**src/rtl/vga_timing_gen_param_if.sv**
```systemverilog
// Timing bundle between the VGA timing engine and the pixel fetch pipeline.
// Latency: n/a (wires only). Backpressure: none; en is the only upstream control.
// The consumer drives en; the engine drives the counters, strobes and syncs.
interface vga_timing_gen_param_if #(
    parameter int H_W         = 10,
    parameter int V_W         = 10,
    parameter int FRAME_CNT_W = 8
);
    logic                   en;
    logic [H_W-1:0]         hcount;
    logic [V_W-1:0]         vcount;
    logic                   pixel_enable;
    logic                   tick;
    logic                   line_start;
    logic                   frame_start;
    logic                   vga_hs;
    logic                   vga_vs;
    logic [FRAME_CNT_W-1:0] frame_cnt;

    modport master (
        input  en,
        output hcount, vcount, pixel_enable, tick, line_start, frame_start,
               vga_hs, vga_vs, frame_cnt
    );

    modport slave (
        output en,
        input  hcount, vcount, pixel_enable, tick, line_start, frame_start,
               vga_hs, vga_vs, frame_cnt
    );
endinterface

```
**src/rtl/vga_timing_gen_param.sv**
```systemverilog
// Parametrised VGA timing engine: clock divider, h/v counters, sync decode, frame counter.
// Latency: counters registered; syncs/strobes decoded combinationally from them (0 extra cycles).
// Backpressure: en=0 freezes divider and counters; strobes drop, decoded outputs hold.
module vga_timing_gen_param #(
    parameter int CLK_FACTOR  = 4,
    parameter int H_ACTIVE    = 640,
    parameter int H_FP        = 16,
    parameter int H_SYNC      = 96,
    parameter int H_BP        = 48,
    parameter int V_ACTIVE    = 480,
    parameter int V_FP        = 10,
    parameter int V_SYNC      = 2,
    parameter int V_BP        = 33,
    parameter int HS_POL      = 0,
    parameter int VS_POL      = 0,
    parameter int FRAME_CNT_W = 8
) (
    input  logic                  clk_i,
    input  logic                  rst_i,
    vga_timing_gen_param_if.master tif
);
    localparam int H_TOTAL = H_ACTIVE + H_FP + H_SYNC + H_BP;
    localparam int V_TOTAL = V_ACTIVE + V_FP + V_SYNC + V_BP;
    localparam int H_W     = $clog2(H_TOTAL);
    localparam int V_W     = $clog2(V_TOTAL);

    // Sync windows are stored as inclusive last positions so they always fit the counter width.
    localparam logic [H_W-1:0] H_LAST   = H_W'(H_TOTAL - 1);
    localparam logic [H_W-1:0] H_ACT    = H_W'(H_ACTIVE);
    localparam logic [H_W-1:0] HS_FIRST = H_W'(H_ACTIVE + H_FP);
    localparam logic [H_W-1:0] HS_LAST  = H_W'(H_ACTIVE + H_FP + H_SYNC - 1);
    localparam logic [V_W-1:0] V_LAST   = V_W'(V_TOTAL - 1);
    localparam logic [V_W-1:0] V_ACT    = V_W'(V_ACTIVE);
    localparam logic [V_W-1:0] VS_FIRST = V_W'(V_ACTIVE + V_FP);
    localparam logic [V_W-1:0] VS_LAST  = V_W'(V_ACTIVE + V_FP + V_SYNC - 1);
    localparam logic           HS_LVL   = (HS_POL != 0);
    localparam logic           VS_LVL   = (VS_POL != 0);

    if (CLK_FACTOR < 1 || H_SYNC < 1 || V_SYNC < 1 || H_ACTIVE < 1 || V_ACTIVE < 1) begin : g_bad_cfg
        $error("vga_timing_gen_param: CLK_FACTOR, H_SYNC, V_SYNC, H_ACTIVE, V_ACTIVE must all be >= 1");
    end

    logic tick;

    if (CLK_FACTOR == 1) begin : g_nodiv
        assign tick = tif.en;
    end else begin : g_div
        localparam int                DIV_W    = $clog2(CLK_FACTOR);
        localparam logic [DIV_W-1:0] DIV_LAST = DIV_W'(CLK_FACTOR - 1);

        logic [DIV_W-1:0] div_cnt;

        // Phase is kept across en=0 so a paused engine resumes mid-pixel.
        always_ff @(posedge clk_i) begin
            if (rst_i) begin
                div_cnt <= '0;
            end else if (tif.en) begin
                div_cnt <= (div_cnt == DIV_LAST) ? '0 : div_cnt + DIV_W'(1);
            end
        end

        assign tick = tif.en && (div_cnt == DIV_LAST);
    end

    logic [H_W-1:0]         hcount;
    logic [V_W-1:0]         vcount;
    logic [FRAME_CNT_W-1:0] frame_cnt;

    always_ff @(posedge clk_i) begin
        if (rst_i) begin
            hcount    <= '0;
            vcount    <= '0;
            frame_cnt <= '0;
        end else if (tick) begin
            if (hcount == H_LAST) begin
                hcount <= '0;
                if (vcount == V_LAST) begin
                    vcount    <= '0;
                    frame_cnt <= frame_cnt + FRAME_CNT_W'(1);
                end else begin
                    vcount <= vcount + V_W'(1);
                end
            end else begin
                hcount <= hcount + H_W'(1);
            end
        end
    end

    logic hs_act;
    logic vs_act;

    assign hs_act = (hcount >= HS_FIRST) && (hcount <= HS_LAST);
    assign vs_act = (vcount >= VS_FIRST) && (vcount <= VS_LAST);

    assign tif.hcount       = hcount;
    assign tif.vcount       = vcount;
    assign tif.frame_cnt    = frame_cnt;
    assign tif.pixel_enable = (hcount < H_ACT) && (vcount < V_ACT);
    assign tif.tick         = tick;
    assign tif.line_start   = tick && (hcount == '0);
    assign tif.frame_start  = tick && (hcount == '0) && (vcount == '0);
    assign tif.vga_hs       = hs_act ? HS_LVL : ~HS_LVL;
    assign tif.vga_vs       = vs_act ? VS_LVL : ~VS_LVL;
endmodule
```
**src/flat_wrapper.sv**
```systemverilog
// flat-port wrapper written by rule: the top's interface ports become plain ports
module vga_timing_gen_param_flat 
#(
    parameter int CLK_FACTOR  = 4,
    parameter int H_ACTIVE    = 640,
    parameter int H_FP        = 16,
    parameter int H_SYNC      = 96,
    parameter int H_BP        = 48,
    parameter int V_ACTIVE    = 480,
    parameter int V_FP        = 10,
    parameter int V_SYNC      = 2,
    parameter int V_BP        = 33,
    parameter int HS_POL      = 0,
    parameter int VS_POL      = 0,
    parameter int FRAME_CNT_W = 8
)
  (clk_i, rst_i, tif_en, tif_hcount, tif_vcount, tif_pixel_enable, tif_tick, tif_line_start, tif_frame_start, tif_vga_hs, tif_vga_vs, tif_frame_cnt);
  vga_timing_gen_param_if #(.FRAME_CNT_W(FRAME_CNT_W)) tif_i ();
  input  logic clk_i;
  input  logic rst_i;
  input wire logic [$bits(tif_i.en)-1:0] tif_en;
  output wire logic [$bits(tif_i.hcount)-1:0] tif_hcount;
  output wire logic [$bits(tif_i.vcount)-1:0] tif_vcount;
  output wire logic [$bits(tif_i.pixel_enable)-1:0] tif_pixel_enable;
  output wire logic [$bits(tif_i.tick)-1:0] tif_tick;
  output wire logic [$bits(tif_i.line_start)-1:0] tif_line_start;
  output wire logic [$bits(tif_i.frame_start)-1:0] tif_frame_start;
  output wire logic [$bits(tif_i.vga_hs)-1:0] tif_vga_hs;
  output wire logic [$bits(tif_i.vga_vs)-1:0] tif_vga_vs;
  output wire logic [$bits(tif_i.frame_cnt)-1:0] tif_frame_cnt;
  assign tif_i.en = tif_en;
  assign tif_hcount = tif_i.hcount;
  assign tif_vcount = tif_i.vcount;
  assign tif_pixel_enable = tif_i.pixel_enable;
  assign tif_tick = tif_i.tick;
  assign tif_line_start = tif_i.line_start;
  assign tif_frame_start = tif_i.frame_start;
  assign tif_vga_hs = tif_i.vga_hs;
  assign tif_vga_vs = tif_i.vga_vs;
  assign tif_frame_cnt = tif_i.frame_cnt;
  vga_timing_gen_param #(.CLK_FACTOR(CLK_FACTOR), .H_ACTIVE(H_ACTIVE), .H_FP(H_FP), .H_SYNC(H_SYNC), .H_BP(H_BP), .V_ACTIVE(V_ACTIVE), .V_FP(V_FP), .V_SYNC(V_SYNC), .V_BP(V_BP), .HS_POL(HS_POL), .VS_POL(VS_POL), .FRAME_CNT_W(FRAME_CNT_W)) u_core (.clk_i(clk_i), .rst_i(rst_i), .tif(tif_i));
endmodule
```
**config.mk**
```make
export PLATFORM = sky130hd
export DESIGN_NAME = vga_timing_gen_param_flat
export DESIGN_NICKNAME = d
export VERILOG_FILES = /design/src/rtl/vga_timing_gen_param_if.sv /design/src/rtl/vga_timing_gen_param.sv /design/src/flat_wrapper.sv
export SDC_FILE = /design/constraint.sdc
export NUM_CORES = 1
export LEC_CHECK = 0
export ABC_AREA = 1
export CAP_MARGIN = 10
export CORE_UTILIZATION = 55
export CTS_CLUSTER_SIZE = 10
export DETAILED_ROUTE_END_ITERATION = 16
export PLACE_DENSITY_LB_ADDON = 0.3
export SETUP_SLACK_MARGIN = 0.15
export SYNTH_ARGS = -nofsm -noshare
export SYNTH_HDL_FRONTEND = slang
export SYNTH_SLANG_ARGS = --single-unit
```
**constraint.sdc**
```tcl
create_clock -name clk_i -period 2.7 [get_ports clk_i]
set_input_delay 0.405 -clock clk_i [delete_from_list [all_inputs] [get_ports clk_i]]
set_output_delay 0.405 -clock clk_i [all_outputs]
set_load 0.01 [all_outputs]
```
Word level (Yosys, flattened, before mapping):

Cells that the tools add are included.

* bits in registers: 30
* word-level logic and storage cells: 32
* input bits: 3
* output and inout port bits: 34

* reductions and logical operators: 10
* multiplexer cells: 5
* order comparisons: 6
* eq/ne operators: 3
* add/sub/neg operators: 4

Operators with widths (count)
* adder 10 x 1 -> 10 bit, second input constant: 2
* == test 10 bit, second input constant: 2
* zero test 10 bit: 2
* 2-to-1 mux 10 bit: 2
* greater-or-equal comparator 10 bit, second input constant: 1
* greater-or-equal comparator 10 x 9 -> 1 bit, second input constant: 1
* <= comparator 10 bit, second input constant: 1
* <= comparator 10 x 9 -> 1 bit, second input constant: 1
* less-than comparator 10 bit, second input constant: 1
* less-than comparator 10 x 9 -> 1 bit, second input constant: 1
* adder 8 x 1 -> 8 bit, second input constant: 1
* logical AND 1 bit: 6
* AND reduction 3 bit: 1
* adder 2 x 1 -> 2 bit, second input constant: 1
* == test 2 bit, second input constant: 1
* 2-to-1 mux 1 bit: 2
* 2-to-1 mux 2 bit: 1
* AND reduction 2 bit: 1

Depth between registers and ports, before layout:

* depth after elaboration: 4
* gate-level depth with buffers: 10

Worst setup path before layout:

No wires, ideal clock.

* path kind: reg-to-output
* start: reg u_core.g_div.div_cnt[0]
* end: out tif_frame_start
* path slack: 1.108 ns
* cell stages (with the launch flop): 6
* path buffers: 0
* arrival time: 1.187 ns
* cells stage by stage: dfxtp_1 ha_1 nand2_4 inv_6 nand4_1 nor4_1

* longest elaborated chain between the ends: 4

Ends and longest elaborated chain
* from (decl): line vga_timing_gen_param.sv:51 `logic [DIV_W-1:0] div_cnt;`
* from (signal assigned): line vga_timing_gen_param.sv:58 `div_cnt <= (div_cnt == DIV_LAST) ? '0 : div_cnt + DIV_W'(1);`
* == test 2 bit: line vga_timing_gen_param.sv:62 `assign tick = tif.en && (div_cnt == DIV_LAST);`
* logical AND 1 bit: line vga_timing_gen_param.sv:62
* net tif_tick: line flat_wrapper.sv:25 `output wire logic [$bits(tif_i.tick)-1:0] tif_tick;`
* logical AND 1 bit (2 in series): line vga_timing_gen_param.sv:101 `assign tif.frame_start = tick && (hcount == '0) && (vcount == '0);`
* to (decl): line flat_wrapper.sv:27 `output wire logic [$bits(tif_i.frame_start)-1:0] tif_frame_start;`

The timed path passes the listed nets, and every way through them passes these cells.

Final worst setup path:

* start: reg u_core.hcount[4] (netlist: u_core.tif.hcount[4])
* end: out tif_vga_hs

* longest elaborated chain between the ends: 3

Ends and longest elaborated chain
* from (decl): line vga_timing_gen_param.sv:65 `logic [H_W-1:0] hcount;`
* from (signal assigned): line vga_timing_gen_param.sv:84 `hcount <= hcount + H_W'(1);`
* greater-or-equal comparator 10 bit or <= comparator 10 bit (tied branches): line vga_timing_gen_param.sv:92 `assign hs_act = (hcount >= HS_FIRST) && (hcount <= HS_LAST);`
* logical AND 1 bit (*): line vga_timing_gen_param.sv:92
* 2-to-1 mux 1 bit (*): line vga_timing_gen_param.sv:102 `assign tif.vga_hs = hs_act ? HS_LVL : ~HS_LVL;`
* to (decl): line flat_wrapper.sv:28 `output wire logic [$bits(tif_i.vga_hs)-1:0] tif_vga_hs;`

Mark *: on every way between the ends. The rest lies on a longest branch, timed or not.

==> metrics.yaml <==
met1_usage_pct: 32.6
status: "completed"
reg2reg_depth: 9
layout_common_cells: "nand2_1, inv_1, nor2_1"
gr-usage-met2_pct: 44.1
slew_viol_final: 0
ant_nets: 0
setup_viol: 0
firstDrtPassIters: 4
grt_pass1_wl_mm: 7.18
finalHoldViolations: 0
synthXorXnorAreaFrac_pct: 0.970
fin_tns_setup_ps: 0
whs_endpoint: "u_core.g_div.div_cnt[1]"
syn_avg_cell_area_um2: 6.57
core_area_um2: 3080
num_antenna_cells: 0
worstPathRequired_ps: 2300
crit_type: "register to output port"
num_rows: 20
timing.final.crit_share_pct: 87.6
clock_path_buffers: 2
io_pins: 37
drive_above_1_share_pct: 10.6
hpwlAfterDp_mm: 3.12
clock_skew_ps: 13.6
ir_drop_mv: 0.296
cp-start-kind: "register"
final_core_util_pct: 76.2
die_w_um: 59.3
grt_usage_pct: 27.1
seqCellArea_um2: 601
synth-seq-cells: 30
synth_top_family_by_area: "simple AND/OR/NAND/NOR gates"
p_clk_share_pct: 50.1
die_area_um2: 3520
ys.warnings.count: 0
clock-root-buffer: "clkbuf_4"
synth_area_leaders: "dfxtp_1, nand2_1, inv_1"
yosysUniqueCellTypes: 30
ff2ff_setup_slack_ps: 1020
p_sw_uw: 203
synth_seq_area_share_pct: 33.2
max-cap-violations: 0
fmax_mhz: 423
synth_compound_area_share_pct: 8.03
reg2reg_from: "u_core.tif.hcount[0]"
syn_nets: 284
fp.dieH_um: 59.3
clk_pin_slew_ps: 110
clock-sinks: 30
p_per_area_nw_per_um2: 417
start_util_pct: 58.7
fill_cells: 246
yosys.area_share.simple_pct: 42.5
synth.largest_area_cell: "dfxtp_1"
slew_headroom_pct: 76.3
internal-power_uw: 776
fin_nets: 328
arrival_ps: 1960
vias: 1909
sw_frac_of_total_pct: 20.7
fin_crit_ps: 2360
clock_latency_ps: 350
final_common_cell: "nand2_1"
grt_antenna_before_repair: 0
tightest_slew_ps: 352
muxShareOfSynthArea_pct: 0
hp-class: "input port to register"
hold-path-cell-count: 2
path_max_fanout: 8
combPwrFrac_pct: 4.0
gr-usage-met3_pct: 7.64
portBuffers: 36
synth-adder-area-share_pct: 4.16
area_growth_syn_to_layout_pct: 29.8
multi_input_area_um2: 1010
wl_per_cell_um: 11.7
wl_mm: 4.27
cts_tree: "done"
synth_top_area_share_pct: 33.2
drtIter0Drc: 132
routabilityCongestion: 0.864
rsz0062_at_grt: "false"
hold_path.startpoint: "tif_en"
grt_pass1_vias: 1719
syn_area_um2: 1810
grt.overflow.total: 0
top_usage_layer: "met2"
grt_max_degree: 14
p_seq_share_pct: 45.9
h-tree-depth: 2
post_drt_via_cell_ratio: 5.24
p_leak_uw: 0.00108
cts_hold_buf: 0
r2r_end: "u_core.tif.frame_cnt[6]"
worstSetupEndpointType: "output port"
numCtsBuffers: 5
synthCells: 275
drc: 0
registers in the layout (all words and copies together) (netlist names):
name / cells
u_core.tif.vcount: 10
u_core.g_div.div_cnt: 2
u_core.tif.frame_cnt: 8
u_core.tif.hcount: 10
timing repair:
action                                  in CTS  in global routing
endpoints found under the setup margin       1                  2
endpoints found under the hold margin        0                  0
gates resized for setup                      1                  2
gates cloned                                 0                  0
setup buffers                                0                  0
worst max path at each step:
stage                                  from              end
floorplan           u_core.g_div.div_cnt[0]  tif_frame_start
global placement                     tif_en  tif_frame_start
detailed placement                   tif_en  tif_frame_start
CTS                 u_core.g_div.div_cnt[0]  tif_frame_start
global route           u_core.tif.vcount[8]       tif_vga_vs
finish                 u_core.tif.hcount[4]       tif_vga_hs
critical path: stages, from the launching register on:
cell and delay, ps:
dfxtp_1 470, inv_1 140, nor3_2 300, nand3b_1 160
clkdlybuf4s50_1 540
power groups by stage:
stage	sequential [uW]	clock [uW]	combinational, uW
3_5_place_dp	459	0	39.5
3_3_place_gp	459	0	38.9
4_1_cts	449	490	39.4
2_1_floorplan	459	0	23.6
5_1_grt	450	516	43.2
6_report	449	491	39.2
metal layers:
metal  wire (um)  share of wire [%]
met1        1790                 42
met2        2140                 50
met3         282                6.6
met4          59                1.4
met5           0                  0
kinds of logic after synthesis:
group                    Yosys count
adder cells (fa/ha/maj)            6
buffers and inverters             50
XOR/XNOR                           2
AO/OA/AOI/OAI                     26
AND/OR/NAND/NOR                  161
flip-flops                        30
synth_stat cells:
cell type and instances:
inv_6 1, nand3_2 3, xnor2_1 1, dfxtp_1 30, nor3_4 1, nor4_1 2
nor2_2 5, o21ai_0 6, clkinv_1 2, xor2_1 1, a211oi_1 1, nor2_1 39
nand2_1 66, nand4_1 7, nor3_1 14, buf_2 1, ha_1 6, nand2_4 4
o21bai_2 1, nand3b_1 3, o21ai_1 5, nor2_8 1, buf_6 1, a21oi_1 11
nand3_1 15, inv_1 40, o21bai_1 1, o2111ai_1 1, nand2_2 1, inv_2 5
per-stage QoR:
step | hold WS, ps | area (um^2) | worst slack, ps | power [uW] | std cells
2_1_floorplan | 494 | 1810 | 1110 | 483 | 275
3_3_place_gp | 497 | 2230 | 180 | 498 | 356
3_5_place_dp | 516 | 2230 | 80.2 | 499 | 356
4_1_cts | 526 | 2340 | 153 | 978 | 364
5_1_grt | 549 | 2350 | 230 | 1010 | 364
6_report | 519 | 2350 | 336 | 979 | 364
area by class of cell:
| class | count | area share (%) |
|---|---|---|
| clock buffer | 6 | 2.19 |
| clock inverter | 2 | 2.56 |
| inverter | 48 | 7.89 |
| multi-input combinational | 195 | 43.0 |
| sequential | 30 | 25.6 |
| tap | 44 | 2.35 |
| timing repair buffer | 39 | 16.4 |
(Power assumes the default switching activity.)
